--- src/rtl/block_match_cost_pkg.sv ---
// Shared types and width helpers for the block-matcher cost stage.
package block_match_cost_pkg;

    typedef struct packed {
        logic [7:0] row;
        logic [7:0] col;
    } coord_t;

    // Candidate beats and the sweep-end marker travel the same number of stages.
    localparam int PIPE_LAT = 4;

    function automatic int cost_width(input int bw, input int bh);
        return $clog2(bw * bh + 1);
    endfunction

    function automatic int row_count_width(input int bw);
        return $clog2(bw + 1);
    endfunction

endpackage

--- src/rtl/block_match_cost_if.sv ---
// Candidate stream in, single best-match result out (valid/ready).
interface block_match_cost_if
    import block_match_cost_pkg::*;
#(
    parameter int BW     = 16,
    parameter int BH     = 16,
    parameter int COST_W = cost_width(BW, BH)
) ();

    logic [BW*BH-1:0]  blk_block;
    logic [BW*BH-1:0]  srch_block;
    coord_t            coords_in;
    logic [15:0]       blk_index_in;
    logic              blks_valid;
    logic              match_done;

    logic              res_valid;
    logic              res_ready;
    coord_t            res_coords;
    logic [COST_W-1:0] res_cost;
    logic [15:0]       res_index;
    logic              overflow;

    modport slave (
        input  blk_block, srch_block, coords_in, blk_index_in, blks_valid, match_done,
        input  res_ready,
        output res_valid, res_coords, res_cost, res_index, overflow
    );

    modport master (
        output blk_block, srch_block, coords_in, blk_index_in, blks_valid, match_done,
        output res_ready,
        input  res_valid, res_coords, res_cost, res_index, overflow
    );

endinterface

--- src/rtl/block_match_cost_row_popcount.sv ---
// Combinational population count of one block row.
module block_match_cost_row_popcount
    import block_match_cost_pkg::*;
#(
    parameter int BW   = 16,
    localparam int CW  = row_count_width(BW)
) (
    input  logic [BW-1:0] row_i,
    output logic [CW-1:0] count_o
);

    // Count the set bits of the row.
    always_comb begin
        count_o = '0;
        for (int i = 0; i < BW; i++) begin
            count_o = count_o + CW'(row_i[i]);
        end
    end

endmodule

--- src/rtl/block_match_cost.sv ---
// Hamming-cost pipeline with per-sweep minimum tracking and a one-entry result buffer.
module block_match_cost
    import block_match_cost_pkg::*;
#(
    parameter int BLOCK_WIDTH  = 16,
    parameter int BLOCK_HEIGHT = 16,
    localparam int COST_W      = cost_width(BLOCK_WIDTH, BLOCK_HEIGHT),
    localparam int RC_W        = row_count_width(BLOCK_WIDTH),
    localparam int NPIX        = BLOCK_WIDTH * BLOCK_HEIGHT
) (
    input  logic                clk,
    input  logic                reset,
    block_match_cost_if.slave   bus
);

    // Stage registers
    logic [NPIX-1:0]   xor_q;
    logic              s1_valid_q, s2_valid_q, s3_valid_q;
    coord_t            s1_coords_q, s2_coords_q, s3_coords_q;
    logic [15:0]       s1_index_q, s2_index_q, s3_index_q;
    logic [RC_W-1:0]   rowcnt_d [BLOCK_HEIGHT];
    logic [RC_W-1:0]   rowcnt_q [BLOCK_HEIGHT];
    logic [COST_W-1:0] cost_d, cost_q;

    // Sweep-end marker: edge detect plus delay line aligned with the S4 compare.
    logic                done_prev_q;
    logic                done_edge_s;
    logic [PIPE_LAT-2:0] fin_q;
    logic                finalize_s;

    // Minimum tracker and result buffer
    logic              sweep_active_q;
    logic [COST_W-1:0] best_cost_q;
    coord_t            best_coords_q;
    logic [15:0]       sweep_idx_q;
    logic              res_valid_q;
    coord_t            res_coords_q;
    logic [COST_W-1:0] res_cost_q;
    logic [15:0]       res_index_q;
    logic              overflow_q;

    logic              take_d;
    logic [COST_W-1:0] best_cost_d;
    coord_t            best_coords_d;
    logic [15:0]       sweep_idx_d;
    logic              sweep_active_d;
    logic              accept_s;

    assign done_edge_s = bus.match_done & ~done_prev_q;
    assign finalize_s  = fin_q[PIPE_LAT-2];
    assign accept_s    = res_valid_q & bus.res_ready;

    for (genvar r = 0; r < BLOCK_HEIGHT; r++) begin : g_row
        block_match_cost_row_popcount #(.BW(BLOCK_WIDTH)) u_popcount (
            .row_i   (xor_q[r*BLOCK_WIDTH +: BLOCK_WIDTH]),
            .count_o (rowcnt_d[r])
        );
    end

    // Sum of row counts; the full-block count always fits COST_W.
    always_comb begin
        cost_d = '0;
        for (int r = 0; r < BLOCK_HEIGHT; r++) begin
            cost_d = cost_d + COST_W'(rowcnt_q[r]);
        end
    end

    // Stages S1..S3 and the sweep-end delay line; the pipe never stalls.
    always_ff @(posedge clk) begin
        if (reset) begin
            xor_q       <= '0;
            s1_valid_q  <= 1'b0;
            s2_valid_q  <= 1'b0;
            s3_valid_q  <= 1'b0;
            s1_coords_q <= '0;
            s2_coords_q <= '0;
            s3_coords_q <= '0;
            s1_index_q  <= 16'h0000;
            s2_index_q  <= 16'h0000;
            s3_index_q  <= 16'h0000;
            cost_q      <= '0;
            done_prev_q <= 1'b0;
            fin_q       <= '0;
            for (int r = 0; r < BLOCK_HEIGHT; r++) begin
                rowcnt_q[r] <= '0;
            end
        end else begin
            xor_q       <= bus.blk_block ^ bus.srch_block;
            s1_valid_q  <= bus.blks_valid;
            s1_coords_q <= bus.coords_in;
            s1_index_q  <= bus.blk_index_in;
            for (int r = 0; r < BLOCK_HEIGHT; r++) begin
                rowcnt_q[r] <= rowcnt_d[r];
            end
            s2_valid_q  <= s1_valid_q;
            s2_coords_q <= s1_coords_q;
            s2_index_q  <= s1_index_q;
            cost_q      <= cost_d;
            s3_valid_q  <= s2_valid_q;
            s3_coords_q <= s2_coords_q;
            s3_index_q  <= s2_index_q;
            done_prev_q <= bus.match_done;
            fin_q       <= {fin_q[PIPE_LAT-3:0], done_edge_s};
        end
    end

    // S4 merge: the beat in S3 folds into the running best before any finalize uses it.
    always_comb begin
        if (s3_valid_q && (!sweep_active_q || (cost_q < best_cost_q))) begin
            take_d = 1'b1;
        end else begin
            take_d = 1'b0;
        end
        if (take_d) begin
            best_cost_d   = cost_q;
            best_coords_d = s3_coords_q;
        end else begin
            best_cost_d   = best_cost_q;
            best_coords_d = best_coords_q;
        end
        if (s3_valid_q && !sweep_active_q) begin
            sweep_idx_d = s3_index_q;
        end else begin
            sweep_idx_d = sweep_idx_q;
        end
        sweep_active_d = sweep_active_q | s3_valid_q;
    end

    // Minimum tracking, finalize and result buffer.
    always_ff @(posedge clk) begin
        if (reset) begin
            sweep_active_q <= 1'b0;
            best_cost_q    <= '1;
            best_coords_q  <= '0;
            sweep_idx_q    <= 16'h0000;
            res_valid_q    <= 1'b0;
            res_coords_q   <= '0;
            res_cost_q     <= '0;
            res_index_q    <= 16'h0000;
            overflow_q     <= 1'b0;
        end else if (finalize_s) begin
            sweep_active_q <= 1'b0;
            best_cost_q    <= '1;
            best_coords_q  <= best_coords_d;
            sweep_idx_q    <= sweep_idx_d;
            if (sweep_active_d && (!res_valid_q || bus.res_ready)) begin
                res_valid_q  <= 1'b1;
                res_coords_q <= best_coords_d;
                res_cost_q   <= best_cost_d;
                res_index_q  <= sweep_idx_d;
            end else if (sweep_active_d) begin
                overflow_q   <= 1'b1;
            end else if (accept_s) begin
                res_valid_q  <= 1'b0;
            end else begin
                res_valid_q  <= res_valid_q;
            end
        end else begin
            sweep_active_q <= sweep_active_d;
            best_cost_q    <= best_cost_d;
            best_coords_q  <= best_coords_d;
            sweep_idx_q    <= sweep_idx_d;
            if (accept_s) begin
                res_valid_q <= 1'b0;
            end else begin
                res_valid_q <= res_valid_q;
            end
        end
    end

    assign bus.res_valid  = res_valid_q;
    assign bus.res_coords = res_coords_q;
    assign bus.res_cost   = res_cost_q;
    assign bus.res_index  = res_index_q;
    assign bus.overflow   = overflow_q;

endmodule

--- src/flat_wrapper.sv ---
// flat-port wrapper written by rule: the top's interface ports become plain ports
module block_match_cost_flat import block_match_cost_pkg::*;
#(
    parameter int BLOCK_WIDTH  = 16,
    parameter int BLOCK_HEIGHT = 16,
    localparam int COST_W      = cost_width(BLOCK_WIDTH, BLOCK_HEIGHT),
    localparam int RC_W        = row_count_width(BLOCK_WIDTH),
    localparam int NPIX        = BLOCK_WIDTH * BLOCK_HEIGHT
)
  (clk, reset, bus_blk_block, bus_srch_block, bus_coords_in, bus_blk_index_in, bus_blks_valid, bus_match_done, bus_res_ready, bus_res_valid, bus_res_coords, bus_res_cost, bus_res_index, bus_overflow);
  block_match_cost_if #(.BW((16)), .BH((16))) bus_i ();
  input  logic clk;
  input  logic reset;
  input wire logic [$bits(bus_i.blk_block)-1:0] bus_blk_block;
  input wire logic [$bits(bus_i.srch_block)-1:0] bus_srch_block;
  input wire logic [$bits(bus_i.coords_in)-1:0] bus_coords_in;
  input wire logic [$bits(bus_i.blk_index_in)-1:0] bus_blk_index_in;
  input wire logic [$bits(bus_i.blks_valid)-1:0] bus_blks_valid;
  input wire logic [$bits(bus_i.match_done)-1:0] bus_match_done;
  input wire logic [$bits(bus_i.res_ready)-1:0] bus_res_ready;
  output wire logic [$bits(bus_i.res_valid)-1:0] bus_res_valid;
  output wire logic [$bits(bus_i.res_coords)-1:0] bus_res_coords;
  output wire logic [$bits(bus_i.res_cost)-1:0] bus_res_cost;
  output wire logic [$bits(bus_i.res_index)-1:0] bus_res_index;
  output wire logic [$bits(bus_i.overflow)-1:0] bus_overflow;
  assign bus_i.blk_block = bus_blk_block;
  assign bus_i.srch_block = bus_srch_block;
  assign bus_i.coords_in = bus_coords_in;
  assign bus_i.blk_index_in = bus_blk_index_in;
  assign bus_i.blks_valid = bus_blks_valid;
  assign bus_i.match_done = bus_match_done;
  assign bus_i.res_ready = bus_res_ready;
  assign bus_res_valid = bus_i.res_valid;
  assign bus_res_coords = bus_i.res_coords;
  assign bus_res_cost = bus_i.res_cost;
  assign bus_res_index = bus_i.res_index;
  assign bus_overflow = bus_i.overflow;
  block_match_cost #(.BLOCK_WIDTH(BLOCK_WIDTH), .BLOCK_HEIGHT(BLOCK_HEIGHT)) u_core (.clk(clk), .reset(reset), .bus(bus_i));
endmodule
--- config.mk ---
export PLATFORM = sky130hd
export DESIGN_NAME = block_match_cost_flat
export DESIGN_NICKNAME = d
export VERILOG_FILES = /design/src/rtl/block_match_cost_pkg.sv /design/src/rtl/block_match_cost_if.sv /design/src/rtl/block_match_cost_row_popcount.sv /design/src/rtl/block_match_cost.sv /design/src/flat_wrapper.sv
export SDC_FILE = /design/constraint.sdc
export NUM_CORES = 1
export LEC_CHECK = 0
export ABC_AREA = 1
export BUFFER_PORTS_ARGS = -buffer_cell sky130_fd_sc_hd__buf_2
export CORE_MARGIN = 2
export CORE_UTILIZATION = 49
export CTS_CLUSTER_DIAMETER = 200
export CTS_CLUSTER_SIZE = 28
export DETAILED_ROUTE_END_ITERATION = 8
export GPL_TIMING_DRIVEN = 1
export PLACE_DENSITY = 0.84
export SYNTH_ARGS = -nofsm -noshare
export SYNTH_HDL_FRONTEND = slang
export SYNTH_SLANG_ARGS = --single-unit
--- constraint.sdc ---
create_clock -name clk -period 5.8 [get_ports clk]
set_clock_uncertainty 0.05 [all_clocks]
set_input_delay 1.74 -clock clk [delete_from_list [all_inputs] [get_ports clk]]
set_output_delay 1.74 -clock clk [all_outputs]
set_load 0.02 [all_outputs]
; After elaboration in Yosys (flattened, before gate mapping)
; Memory sizes are Yosys's and may differ from the RTL's.
; Cells that the tools add are included.
[op_classes]
addsub = 255
n_mul = 0
div = 0
magnitude_cmp = 1
n_eq_ne = 1
n_shift = 0
mux = 27
bitwise = 22
n_reduce_logical = 10
[ops]
columns = operator, count
row1 = adder 5 x 1 -> 5 bit, 176
row2 = XOR 256 bit, 1
row3 = adder 9 x 5 -> 9 bit, 14
row4 = adder 4 x 1 -> 5 bit, 16
row5 = 2-to-1 mux 5 bit, 16
row6 = adder 3 x 1 -> 4 bit, 16
row7 = adder 2 x 1 -> 3 bit, 16
row8 = adder 1 x 1 -> 2 bit, 16
row9 = 2-to-1 mux 16 bit, 2
row10 = OR 1 bit, 17
row11 = < comparator 9 bit, 1
row12 = 2-to-1 mux 9 bit, 1
row13 = 2-to-1 mux 1 bit, 8
row14 = adder 5 x 5 -> 6 bit, 1
row15 = logical AND 1 bit, 3
row16 = != test 3 bit (second input constant), 1
row17 = AND reduction 3 bit, 1
row18 = AND 1 bit, 2
row19 = logical NOT 1 bit, 2
row20 = logical OR 1 bit, 2
row21 = inverter 1 bit, 2
row22 = AND reduction 2 bit, 1
row23 = OR reduction 2 bit, 1
[totals]
ff_bits = 453
latch_bits = 0
ramBits = 80
mem_bits_ro = 0
in_bits = 549
out_inout_bits = 43
elab_cells = 344
mem_count = 1
[mem_list]
columns = name, words, width, rd, rd_clocked_by_memory_dff, write_ports, line
row1 = u_core.rowcnt_q, 16, 5, 16, 0, 16, block_match_cost.sv:22  ; logic [RC_W-1:0] rowcnt_q [BLOCK_HEIGHT];

; Logic depth before layout (Yosys ltp)
; Gate-level depths: netlist (run 1).
[logic_depth]
ltp_word = 16
depth_mapped = 25

; Modules after synthesis
; From an unflattened synthesis (run 1), not the netlist that was laid out.
[unflattened]
cells_unflattened = 2795
area_unflattened_um2 = 25717.2
[by_module_without_submodules]
columns = mod, n_inst, cells_each, area_each_um2, seq_area_each_um2
row1 = block_match_cost, 1, 2051, 19421.1, 10670.2
row2 = block_match_cost_row_popcount (u_core.g_row[0].u_popcount ...), 14, 46, 391.6, 0.0
row3 = block_match_cost_row_popcount (u_core.g_row[11].u_popcount ...), 2, 50, 406.6, 0.0

; Least setup slack after synthesis (run 1)
; Ideal clock, no wire load.
[synth_timing]
kind = reg-to-reg
startpoint = mem u_core.rowcnt_q[0][0] (netlist name)
endpoint = reg u_core.cost_q[8]
arrival_time_ps = 5576
required_time_ps = 5637
slack_ps = 62
path_stages_with_launch = 24
n_path_buf = 0
path_cell_list = dfxtp_1 -> ha_1 -> fa_1 -> xor2_1 -> fa_1 -> inv_1 -> fa_1 -> inv_1 -> fa_1 -> fa_1 -> inv_1 -> fa_1 -> fa_1 -> inv_1 -> ha_1 -> fa_1 -> nand3_1 -> nand3_1 -> nand2_1 -> nand2_1 -> a21oi_1 -> nand2_1 -> nand2_1 -> nor2_1
[synth_lines]
columns = element, line
row1 = "start, declared", block_match_cost.sv:22
row2 = "end signal, assigned", block_match_cost.sv:98  ; cost_q <= cost_d;
row3 = "end, declared", block_match_cost.sv:23  ; logic [COST_W-1:0] cost_d, cost_q;

==> results of run 1 <==
[final cells by class]
cell class	instances	area (um^2)	area share
multi-input cells	1425	11900	0.408
flip-flops and latches	533	10700	0.366
repair buffers	604	3080	0.105
inverters	553	2080	0.0711
well taps	672	841	0.0288
clock buffers	24	579	0.0198
clock inverters	1	30.0	0.00103
diodes	5	12.5	0.000429
[state kept, by name (all words and copies together), names as in the netlist, 9 cells and up]
signal / cells
u_core.best_cost_q: 9
u_core.cost_q: 9
u_core.s3_index_q: 16
u_core.rowcnt_q: 80
u_core.best_coords_q: 16
u_core.s2_index_q: 16
u_core.s3_coords_q: 16
u_core.s1_coords_q: 16
u_core.s1_index_q: 16
u_core.bus.res_index: 16
u_core.xor_q: 256
u_core.bus.res_coords: 16
u_core.bus.res_cost: 9
u_core.sweep_idx_q: 16
u_core.s2_coords_q: 16
[placed cells by master (no fill, tap or decap), types with 16 or more instances in the layout]
| master | instances |
|---|---|
| a21o_1 | 17 |
| a21oi_1 | 88 |
| buf_2 | 590 |
| clkbuf_16 | 23 |
| dfxtp_1 | 530 |
| fa_1 | 221 |
| ha_1 | 106 |
| inv_1 | 549 |
| mux2i_1 | 16 |
| nand2_1 | 71 |
| nand3_1 | 62 |
| nor2_1 | 483 |
| o21a_1 | 25 |
| o21ai_0 | 50 |
| xnor2_1 | 257 |
[critical path, cell delays in order, from the launching register on]
cell and delay, ns:
dfxtp_2 0.34, ha_2 0.17, fa_2 0.37, a21oi_2 0.13
nor2_1 0.05, nor2_1 0.12, xnor2_1 0.11, fa_1 0.49
inv_1 0.06, fa_1 0.40, fa_1 0.50, fa_1 0.54
inv_1 0.05, fa_1 0.52, inv_1 0.05, fa_1 0.55
inv_1 0.07, ha_4 0.26, nand2_1 0.08, nand3_2 0.11
nand2_2 0.07, nand2_2 0.06, a21oi_2 0.15, nand2_1 0.07
nand2_1 0.05, nor2_1 0.04
[path summary, 6_finish.rpt]
path                         start               end  slack, ns  cells after the start
max reg2reg  u_core.rowcnt_q[0][5]  u_core.cost_q[8]       0.25                     25
max          u_core.rowcnt_q[0][5]  u_core.cost_q[8]       0.25                     25
min reg2reg     u_core.done_prev_q   u_core.fin_q[0]       0.35                      1
min             u_core.done_prev_q   u_core.fin_q[0]       0.35                      1
[what timing repair did]
action | CTS | global route
pin swaps | 5 | 33
gates resized for setup | 6 | 18
buffers inserted | 0 | 2
setup endpoints to repair | 3 | 4
[stage by stage]
step                instances  hold WS, ns
CTS                      3810        0.353
global route             3816        0.363
floorplan                2585        0.323
detailed placement       3785        0.336
finish                   3817        0.349
global placement         3785        0.327
[cells by family (layout without fill, tap and decap cells)]
logic type | Yosys count | after routing | share of synthesized area
AND/OR/NAND/NOR | 630 | 630 | 0.0994
other | 0 | 5 | 0
flip-flops | 533 | 533 | 0.429
buffers and inverters | 627 | 1182 | 0.0966
XOR/XNOR | 259 | 259 | 0.0912
AO/OA/AOI/OAI | 186 | 186 | 0.0418
multiplexers | 16 | 16 | 0.00644
adder cells (fa/ha/maj) | 334 | 334 | 0.235
[power breakdown]
group / internal, mW / switching [mW] / total (mW)
registers: 4.10 / 0.170 / 4.27
logic: 4.71 / 5.74 / 10.4
clock network: 0.728 / 1.11 / 1.84
total: 9.54 / 7.02 / 16.6
[routing by layer]
| layer | routed length [um] | part of all wire | up-vias | global-route usage |
|---|---|---|---|---|
| met2 | 27700 | 0.52 | 379 | 0.375 |
| met3 | 2460 | 0.047 | 72 | 0.0319 |
| met5 | 57 | 0.0011 | - | 0 |
| met1 | 21400 | 0.41 | 7918 | 0.235 |
| li1 | - | - | 8656 | - |
| met4 | 1160 | 0.022 | 8 | 0.0475 |
==> metrics.md, run 1 <==
| Metric | Value |
|---|---|
| Post-route minimum period | `5.55 ns` |
| Worst Hold Class | `reg2reg` |
| Number of primary I/O pins | `592` |
| Run status | `finished clean` |
| Pre-CTS setup slack | `-0.187 ns` |
| Routability cong. | `0.853` |
| Yosys top cell area share | `0.429` |
| Synthesized instance count | `2585` |
| Via density | `4.46` |
| Register area share after synthesis | `0.429` |
| CTS tree | `yes` |
| Clock Latency Late Sink | `0.58 ns` |
| Die Width | `229 um` |
| Cell area after synthesis | `0.0249 mm^2` |
| DRT Wirelength | `52.8 mm` |
| Largest area contributor in the netlist | `dfxtp_1` |
| Initial Util | `0.496` |
| Synth warn | `0` |
| Setup crit start kind | `register` |
| Crit share post-route | `0.957` |
| Total power | `16.6 mW` |
| Die Ht | `229 um` |
| Clock buffer depth | `3` |
| Commonest cells in the netlist | `inv_1, dfxtp_1, nor2_1, xnor2_1, fa_1` |
| Asr flop ratio synth | `0` |
| First-iteration detailed-routing DRC count | `711` |
| Static Leak | `14.5 nW` |
| Syn_nets | `3468` |
| Worst EP arrival | `5.98 ns` |
| Ranking of synthesized cells by area | `dfxtp_1, fa_1, xnor2_1, inv_1, nor2_1` |
| Pin count of the biggest net entering global routing | `193` |
| Share of layout cells above drive strength 1 | `0.209` |
| EDFF count, synth | `0` |
| Max Cap Viol | `0` |
| Die ar. | `0.0526 mm^2` |
| Highest net fanout along the worst path | `5` |
| Slew HR | `0.343` |
| Placed inst area | `0.0284 mm^2` |
| Count of final hold-check violations | `0` |
| Final nets | `4023` |
| Worst-Margin Slew | `0.985 ns` |
| Clock Sinks | `533` |
| Buffers on Ports | `591` |
| Fillers | `4265` |
| Root Driver | `clkbuf_16` |
| Avg WL per Cell | `13.8 um` |
| Row cnt | `82` |
| PwrDens | `567 mW/mm^2` |
| Final setup vio count | `0` |
| Synth Flop Type | `dfxtp_1` |
| CP Class | `reg2reg` |
| Post-DP HPWL | `42.4 mm` |
| Peak supply drop | `2.06 mV` |
| CTS Buf Count | `23` |
| Count of different cell masters after synthesis | `28` |
| Critical Path RT | `6.23 ns` |
| Worst-path clk slew | `0.11 ns` |
| Antenna violations before repair | `9` |
| Via Count | `17000` |
| Count leader, synth | `inv_1` |
| CTS Hold Bufs | `0` |
| Setup tns final | `0 ns` |
| Global-route wire length before repair | `83.9 mm` |
| Layout Utilization | `0.582` |
| Setup ws final | `0.250 ns` |
| GRT Total Usage | `0.199` |
| Routed Antenna Nets | `0` |
| Vias in the first global route | `17500` |
| Post-Syn Area per Cell | `9.62 um^2` |
| CP endpoint kind | `register` |
| Slew Viols, Final | `0` |
| P&R area growth vs syn | `17.4%` |
| Yosys reg bits | `533` |
| Total core area | `0.0502 mm^2` |
| Initial DRT Pass Iterations | `5` |
| Gr ovfl total | `0` |
| Final instance area | `0.0292 mm^2` |
| DRC Markers | `0` |
| H-tree levels | `1` |
| Max Fclk | `0.180 GHz` |
No activity file was read; power rests on OpenSTA's default activity.
==> run 2, diff against run 1 <==
CORE_AREA = 2 2 229 231   (was default)
CORE_MARGIN = default   (was 2)
CORE_UTILIZATION = default   (was 49)
DIE_AREA = 0 0 231 233   (was default)
PLACE_DENSITY = 0.75   (was 0.84)
SKIP_LAST_GASP = 1   (was default)
==> run 2 against run 1 <==
Net effect: clock-buffer cell count stayed put; global-route usage is 1.3 points lower; non-clock buffer count is 2 higher; critical path depth is 2 lower; routed wire length fell by 5.6%.
==> metrics.md, run 2 (synthesis gave the netlist of run 1 again) <==
| Metric | Value |
|---|---|
| Run status | `finished clean` |
| Max Fclk | `0.180 GHz (-0.24%)` |
| Biggest regs | `u_core.xor_q x256, u_core.rowcnt_q x80` |
| Worst-path clk slew | `0.10 ns (about the same)` |
| Total core area | `0.0511 mm^2 (+1.8%)` |
| Worst-Margin Slew | `0.964 ns (-0.0209 ns)` |
| Final instance area | `0.0292 mm^2 (about the same)` |
| Worst R2R Setup Slack | `0.24 ns (about the same)` |
| CTS Hold Bufs | `0 (unchanged)` |
| Min Hold Slack | `0.354 ns (+0.00446 ns)` |
| CP Class | `reg2reg` |
| Die Ht | `233 um (+1.6%)` |
| Setup tns final | `0 ns (unchanged)` |
| Root Driver | `clkbuf_16` |
| Multi-input gate area | `0.0119 mm^2 (about the same)` |
| Via density | `4.40 (-1.4%)` |
| Clock Sinks | `533 (unchanged)` |
| Placed inst area | `0.0285 mm^2 (+0.14%)` |
| Initial Util | `0.487 (-0.00896)` |
| Setup ws final | `0.237 ns (-0.0131 ns)` |
| Final nets | `4025 (+0.050%)` |
| Vias in the first global route | `16800 (-4.3%)` |
| Via Count | `16800 (-1.1%)` |
| Antenna violations before repair | `4 (-5)` |
| Layout Utilization | `0.572 (-0.0100)` |
| DRC Markers | `0 (unchanged)` |
| PwrDens | `585 mW/mm^2 (+3.2%)` |
| Crit share post-route | `0.959 (+0.00226)` |
| Slew Viols, Final | `0 (unchanged)` |
| Clock Latency Late Sink | `0.58 ns (about the same)` |
| First-iteration detailed-routing DRC count | `593 (-17%)` |
| Highest net fanout along the worst path | `3 (-2)` |
| Post-route minimum period | `5.56 ns (+0.0131 ns)` |
| Routability cong. | `0.882 (+3.4%)` |
| DRT Wirelength | `49.8 mm (-5.6%)` |
| Static Leak | `14.5 nW (about the same)` |
| Most frequent cells in the layout | `buf_2, inv_1, dfxtp_1` |
| Global-route wire length before repair | `79.7 mm (-5.1%)` |
| Row cnt | `83 (+1.2%)` |
| Peak supply drop | `2.14 mV (+3.8%)` |
| Pin count of the biggest net entering global routing | `195 (+1.0%)` |
| Count of final hold-check violations | `0 (unchanged)` |
| P&R area growth vs syn | `17.5% (about the same)` |
| Placed Cells | `3797 (+0.32%)` |
| Post-DP HPWL | `39.8 mm (-6.1%)` |
| Share of layout cells above drive strength 1 | `0.210 (+0.00107)` |
| Initial DRT Pass Iterations | `4 (-1)` |
| Clock buffer depth | `3 (unchanged)` |
| Avg WL per Cell | `13.0 um (-5.8%)` |
| H-tree levels | `1 (unchanged)` |
| Slew HR | `0.357 (+0.0139)` |
| Max Cap Viol | `0 (unchanged)` |
| Buffers on Ports | `591 (unchanged)` |
| Postcts setup bufs | `0 (unchanged)` |
| Pre-CTS setup slack | `-0.191 ns (-0.00404 ns)` |
| CTS tree | `yes` |
| Die ar. | `0.0538 mm^2 (+2.4%)` |
| Worst Hold Class | `reg2reg` |
| Die Width | `231 um (+0.76%)` |
| Fillers | `4582 (+7.4%)` |
| CP endpoint kind | `register` |
| Gr ovfl total | `0 (unchanged)` |
| Post-route insts no fill | `3826 (+0.24%)` |
| Setup crit start kind | `register` |
| Most flops, register | `u_core.xor_q` |
| Max FFs per register | `256 (unchanged)` |
| Critical Path RT | `6.23 ns (about the same)` |
| Final setup vio count | `0 (unchanged)` |
| Most common cell after layout, fill and taps aside | `buf_2` |
| Total power | `17.1 mW (+3.3%)` |
| Number of primary I/O pins | `592 (unchanged)` |
| Reg area | `0.0107 mm^2 (about the same)` |
| Routed Antenna Nets | `0 (unchanged)` |
| CTS Buf Count | `23 (unchanged)` |
| Worst EP arrival | `5.99 ns (about the same)` |
| GRT Total Usage | `0.186 (-0.0134)` |
-- run 2: cell types whose count changed in the layout (fill, tap and decap cells not counted), moves of 2 or more --
cell     before  now
nand2_1      71   73
inv_1       549  546
diode_2       5    3
nand2_2       4    2
inv_2         4    7
buf_4        12   14
-- run 2: timing repair --
item                       in CTS  in global routing
setup endpoints to repair       3                  4
pin swaps                       5                 32
gates resized for setup         6                 19
hold endpoints to repair        0                  0
-- run 2: report_power, final --
part | internal [mW] | switching [mW]
registers | 4.10 | 0.162
logic | 5.28 | 5.72
clock network | 0.731 | 1.11
-- run 2: path summary, 6_finish.rpt --
kind,from,end,cells after the start
max,u_core.rowcnt_q[0][0],u_core.cost_q[8],23
min,u_core.s1_index_q[9],u_core.s2_index_q[9],2
max reg2reg,u_core.rowcnt_q[0][0],u_core.cost_q[8],23
min reg2reg,u_core.s1_index_q[9],u_core.s2_index_q[9],2
-- run 2: critical path, cell delays in order, from the launching register on --
cell	delay, ns
dfxtp_2	0.33
ha_2	0.18
fa_2	0.37
xor2_2	0.20
fa_1	0.49
inv_2	0.04
fa_1	0.52
inv_1	0.05
fa_1	0.47
fa_1	0.51
inv_1	0.05
fa_1	0.46
fa_1	0.53
inv_2	0.05
ha_4	0.16
fa_2	0.40
nand3_2	0.07
nand3_2	0.08
nand2_1	0.06
nand2_1	0.06
a21oi_2	0.16
nand2_1	0.07
nand2_1	0.06
nor2_1	0.05
-- run 2: area by class of cell --
cell class | instances | share of cell area
sequential | 533 | 0.365
tap | 680 | 0.0291
clock buffer | 24 | 0.0198
timing repair buffer | 606 | 0.106
antenna | 3 | 0.000257
clock inverter | 2 | 0.00133
inverter | 553 | 0.0711
multi-input combinational | 1425 | 0.407
-- run 2: per-layer routing --
metal	global-route usage	up-vias	wire, um
met1	0.227	7775	20700
met5	0	-	13
li1	-	8658	-
met3	0.0232	49	2510
met4	0.0458	2	1000
met2	0.345	358	25600
==> run 3, diff against run 2 <==
CORE_AREA = 2 2 233 235   (was 2 2 229 231)
CTS_BUF_LIST = sky130_fd_sc_hd__clkbuf_4 sky130_fd_sc_hd__clkbuf_8   (was default)
CTS_CLUSTER_DIAMETER = 120   (was 200)
DIE_AREA = 0 0 235 237   (was 0 0 231 233)
PLACE_DENSITY = 0.73   (was 0.75)
==> run 3 against run 2 <==
Net effect: sequential share of layout area rose by 0.26 points; hold slack got worse by 0.0011 ns; highest routed layer is now met4; register-to-register slack got worse by 0.09 ns; critical path depth rose by 1; first-iteration DRC count rose by 0.34%; die area rose by 3.5%; critical endpoint unchanged; setup slack got worse by 0.086 ns.
==> metrics.md, run 3 (synthesis gave the netlist of run 1 again) <==
| Metric | Value |
|---|---|
| Run status | `finished clean` |
| Most frequent cells in the layout | `buf_2, inv_1, dfxtp_1` |
| Crit path depth | `24 (+4.3%)` |
| WP buf/inv | `5 (+1)` |
| PwrDens | `588 mW/mm^2 (+0.37%)` |
| Count of final hold-check violations | `0 (unchanged)` |
| Initial Util | `0.467 (-0.0200)` |
| Placed Cells | `3811 (+0.37%)` |
| Static Leak | `14.4 nW (-0.68%)` |
| Max Cap Viol | `0 (unchanged)` |
| Fillers | `4831 (+5.4%)` |
| Initial DRT Pass Iterations | `5 (+1)` |
| Antenna violations before repair | `4 (unchanged)` |
| Clock Sinks | `533 (unchanged)` |
| CTS Buf Count | `23 (unchanged)` |
| Peak supply drop | `2.06 mV (-3.5%)` |
| P&R area growth vs syn | `16.7%` |
| Vias in the first global route | `17500 (+4.3%)` |
| Clock Latency Late Sink | `0.64 ns (+0.06 ns)` |
| Via density | `4.39 (-0.33%)` |
| Hold Path Cell Cnt | `2 (unchanged)` |
| Slew Viols, Final | `0 (unchanged)` |
| Root Driver | `clkbuf_8` |
| Final nets | `4029 (+0.099%)` |
| Cell mode on critical path | `fa_1` |
| Most flops, register | `u_core.xor_q` |
| Worst Hold Class | `reg2reg` |
| Global-route wire length before repair | `83.1 mm (+4.3%)` |
| First-iteration detailed-routing DRC count | `595 (+0.34%)` |
| Final instance area | `0.0290 mm^2 (-0.69%)` |
| Crit share post-route | `0.974 (+0.0147)` |
| Slowest stage cell, crit path | `fa_1` |
| Post-route insts no fill | `3844 (+0.47%)` |
| GRT Total Usage | `0.183 (-0.00263)` |
| Reg area | `0.0107 mm^2 (about the same)` |
| Worst-Margin Slew | `0.957 ns (-0.00740 ns)` |
| Avg WL per Cell | `13.1 um (+0.60%)` |
| CP Class | `reg2reg` |
| Max Fclk | `0.177 GHz (-1.5%)` |
| CTS tree | `yes` |
| Final setup vio count | `0 (unchanged)` |
| Slew HR | `0.362 (+0.00493)` |
| CP max stage delay | `0.53 ns (about the same)` |
| Die Width | `235 um (+1.7%)` |
| Post-route minimum period | `5.65 ns (+0.0855 ns)` |
| Critical Path RT | `6.31 ns (+0.08 ns)` |
| Most common cell after layout, fill and taps aside | `buf_2` |
| Total power | `17.0 mW (-0.32%)` |
| Via Count | `16900 (+0.14%)` |
| Max FFs per register | `256 (unchanged)` |
| Number of primary I/O pins | `592 (unchanged)` |
| Gr ovfl total | `0 (unchanged)` |
| Buffers on Ports | `591 (unchanged)` |
| Die Ht | `237 um (+1.7%)` |
| Setup crit start kind | `register` |
| Share of layout cells above drive strength 1 | `0.214 (+0.00361)` |
| Routed Antenna Nets | `0 (unchanged)` |
| Highest net fanout along the worst path | `3 (unchanged)` |
| Worst-path clk slew | `0.16 ns (+0.06 ns)` |
| Placed inst area | `0.0285 mm^2 (about the same)` |
| RSZ-0062 raised after global routing | `true` |
| DRT Wirelength | `50.4 mm (+1.1%)` |
| Multi-input gate area | `0.0119 mm^2 (+0.13%)` |
| Worst EP arrival | `6.16 ns (+0.17 ns)` |
| Clock buffer depth | `3 (unchanged)` |
| Layout Utilization | `0.544 (-0.0272)` |
| Pin count of the biggest net entering global routing | `195 (unchanged)` |
| Post-DP HPWL | `40.4 mm (+1.3%)` |
| Critical path, cell by cell | `ha_4, fa_2, buf_6, xor2_2, fa_1, inv_1, fa_1, inv_2, fa_1, fa_1, inv_2, fa_1, fa_1, inv_1, ha_2, fa_2, nand3_2, nand3_2, nand2_1, nand2_1, a21oi_2, nand2_1, nand2_1, nor2_1` |
| Total core area | `0.0533 mm^2 (+4.3%)` |
| Die ar. | `0.0557 mm^2 (+3.5%)` |
| Crit path max-delay family | `adder cells` |
| Biggest regs | `u_core.xor_q x256, u_core.rowcnt_q x80` |
| FF-to-FF path depth | `24 (+4.3%)` |
| Row cnt | `85 (+2.4%)` |
| CP endpoint kind | `register` |
| H-tree levels | `1 (unchanged)` |
| DRC Markers | `0 (unchanged)` |
| Routability cong. | `0.842 (-4.5%)` |
## run 3: cell count changes in the layout (fill, tap and decap cells not counted), moves of 2 or more
cell,delta
nand2_1,-2
buf_4,+2
buf_6,+2
nand2_2,+2
clkbuf_8,+23
dfxtp_2,+2
clkbuf_16,-23
dfxtp_1,-2
## run 3: worst register-to-register path: stages (launching register included)
cell and delay (ns):
dfxtp_2 0.37, ha_4 0.15, fa_2 0.36, buf_6 0.13
xor2_2 0.15, fa_1 0.48, inv_1 0.05, fa_1 0.49
inv_2 0.04, fa_1 0.47, fa_1 0.53, inv_2 0.04
fa_1 0.49, fa_1 0.51, inv_1 0.04, ha_2 0.19
fa_2 0.38, nand3_2 0.08, nand3_2 0.08, nand2_1 0.07
nand2_1 0.07, a21oi_2 0.16, nand2_1 0.07, nand2_1 0.05
nor2_1 0.05
## run 3: final cells by class
class	count	area share
multi-input cells	1425	0.410
flip-flops and latches	533	0.368
inverters	553	0.0715
clock buffers	23	0.0109
clock inverters	2	0.000992
repair buffers	610	0.108
diodes	2	0.000173
well taps	696	0.0300
## run 3: report_power, final
part           switching, mW  internal (mW)
combinational           6.05           5.29
clock                   1.07          0.376
sequential             0.163           4.10
total                   7.28           9.77
## run 3: worst paths after layout
kind                            slack (ns)                endpoint              startpoint
worst min-delay path                  0.35  u_core.s3_coords_q[15]  u_core.s2_coords_q[15]
worst max-delay path                  0.15        u_core.cost_q[8]   u_core.rowcnt_q[0][5]
worst min register to register        0.35  u_core.s3_coords_q[15]  u_core.s2_coords_q[15]
worst max register to register        0.15        u_core.cost_q[8]   u_core.rowcnt_q[0][5]
## run 3: routing by layer
layer	GRT usage	routed length [um]	vias to the layer above
met5	0	0	-
met4	0.0401	959	0
met3	0.0220	2130	57
met2	0.339	25900	360
met1	0.228	21300	7792
li1	-	-	8657
## run 3: timing repair
item / in CTS / in global routing
buffers inserted: 1 / 5
hold buffers: 0 / 0
hold endpoints to repair: 0 / 0
gates resized for setup: 7 / 28
setup endpoints to repair: 2 / 4
pin swaps: 6 / 37
## run 3: through the flow
step                      TNS, ns  hold WS [ns]  worst slack [ns]
final                           0         0.353             0.151
after global routing       -0.201         0.368            -0.108
after CTS                       0         0.360            0.0125
after detailed placement   -0.374         0.340            -0.205
after global placement     -0.223         0.337            -0.125
after floorplan                 0         0.323            0.0617
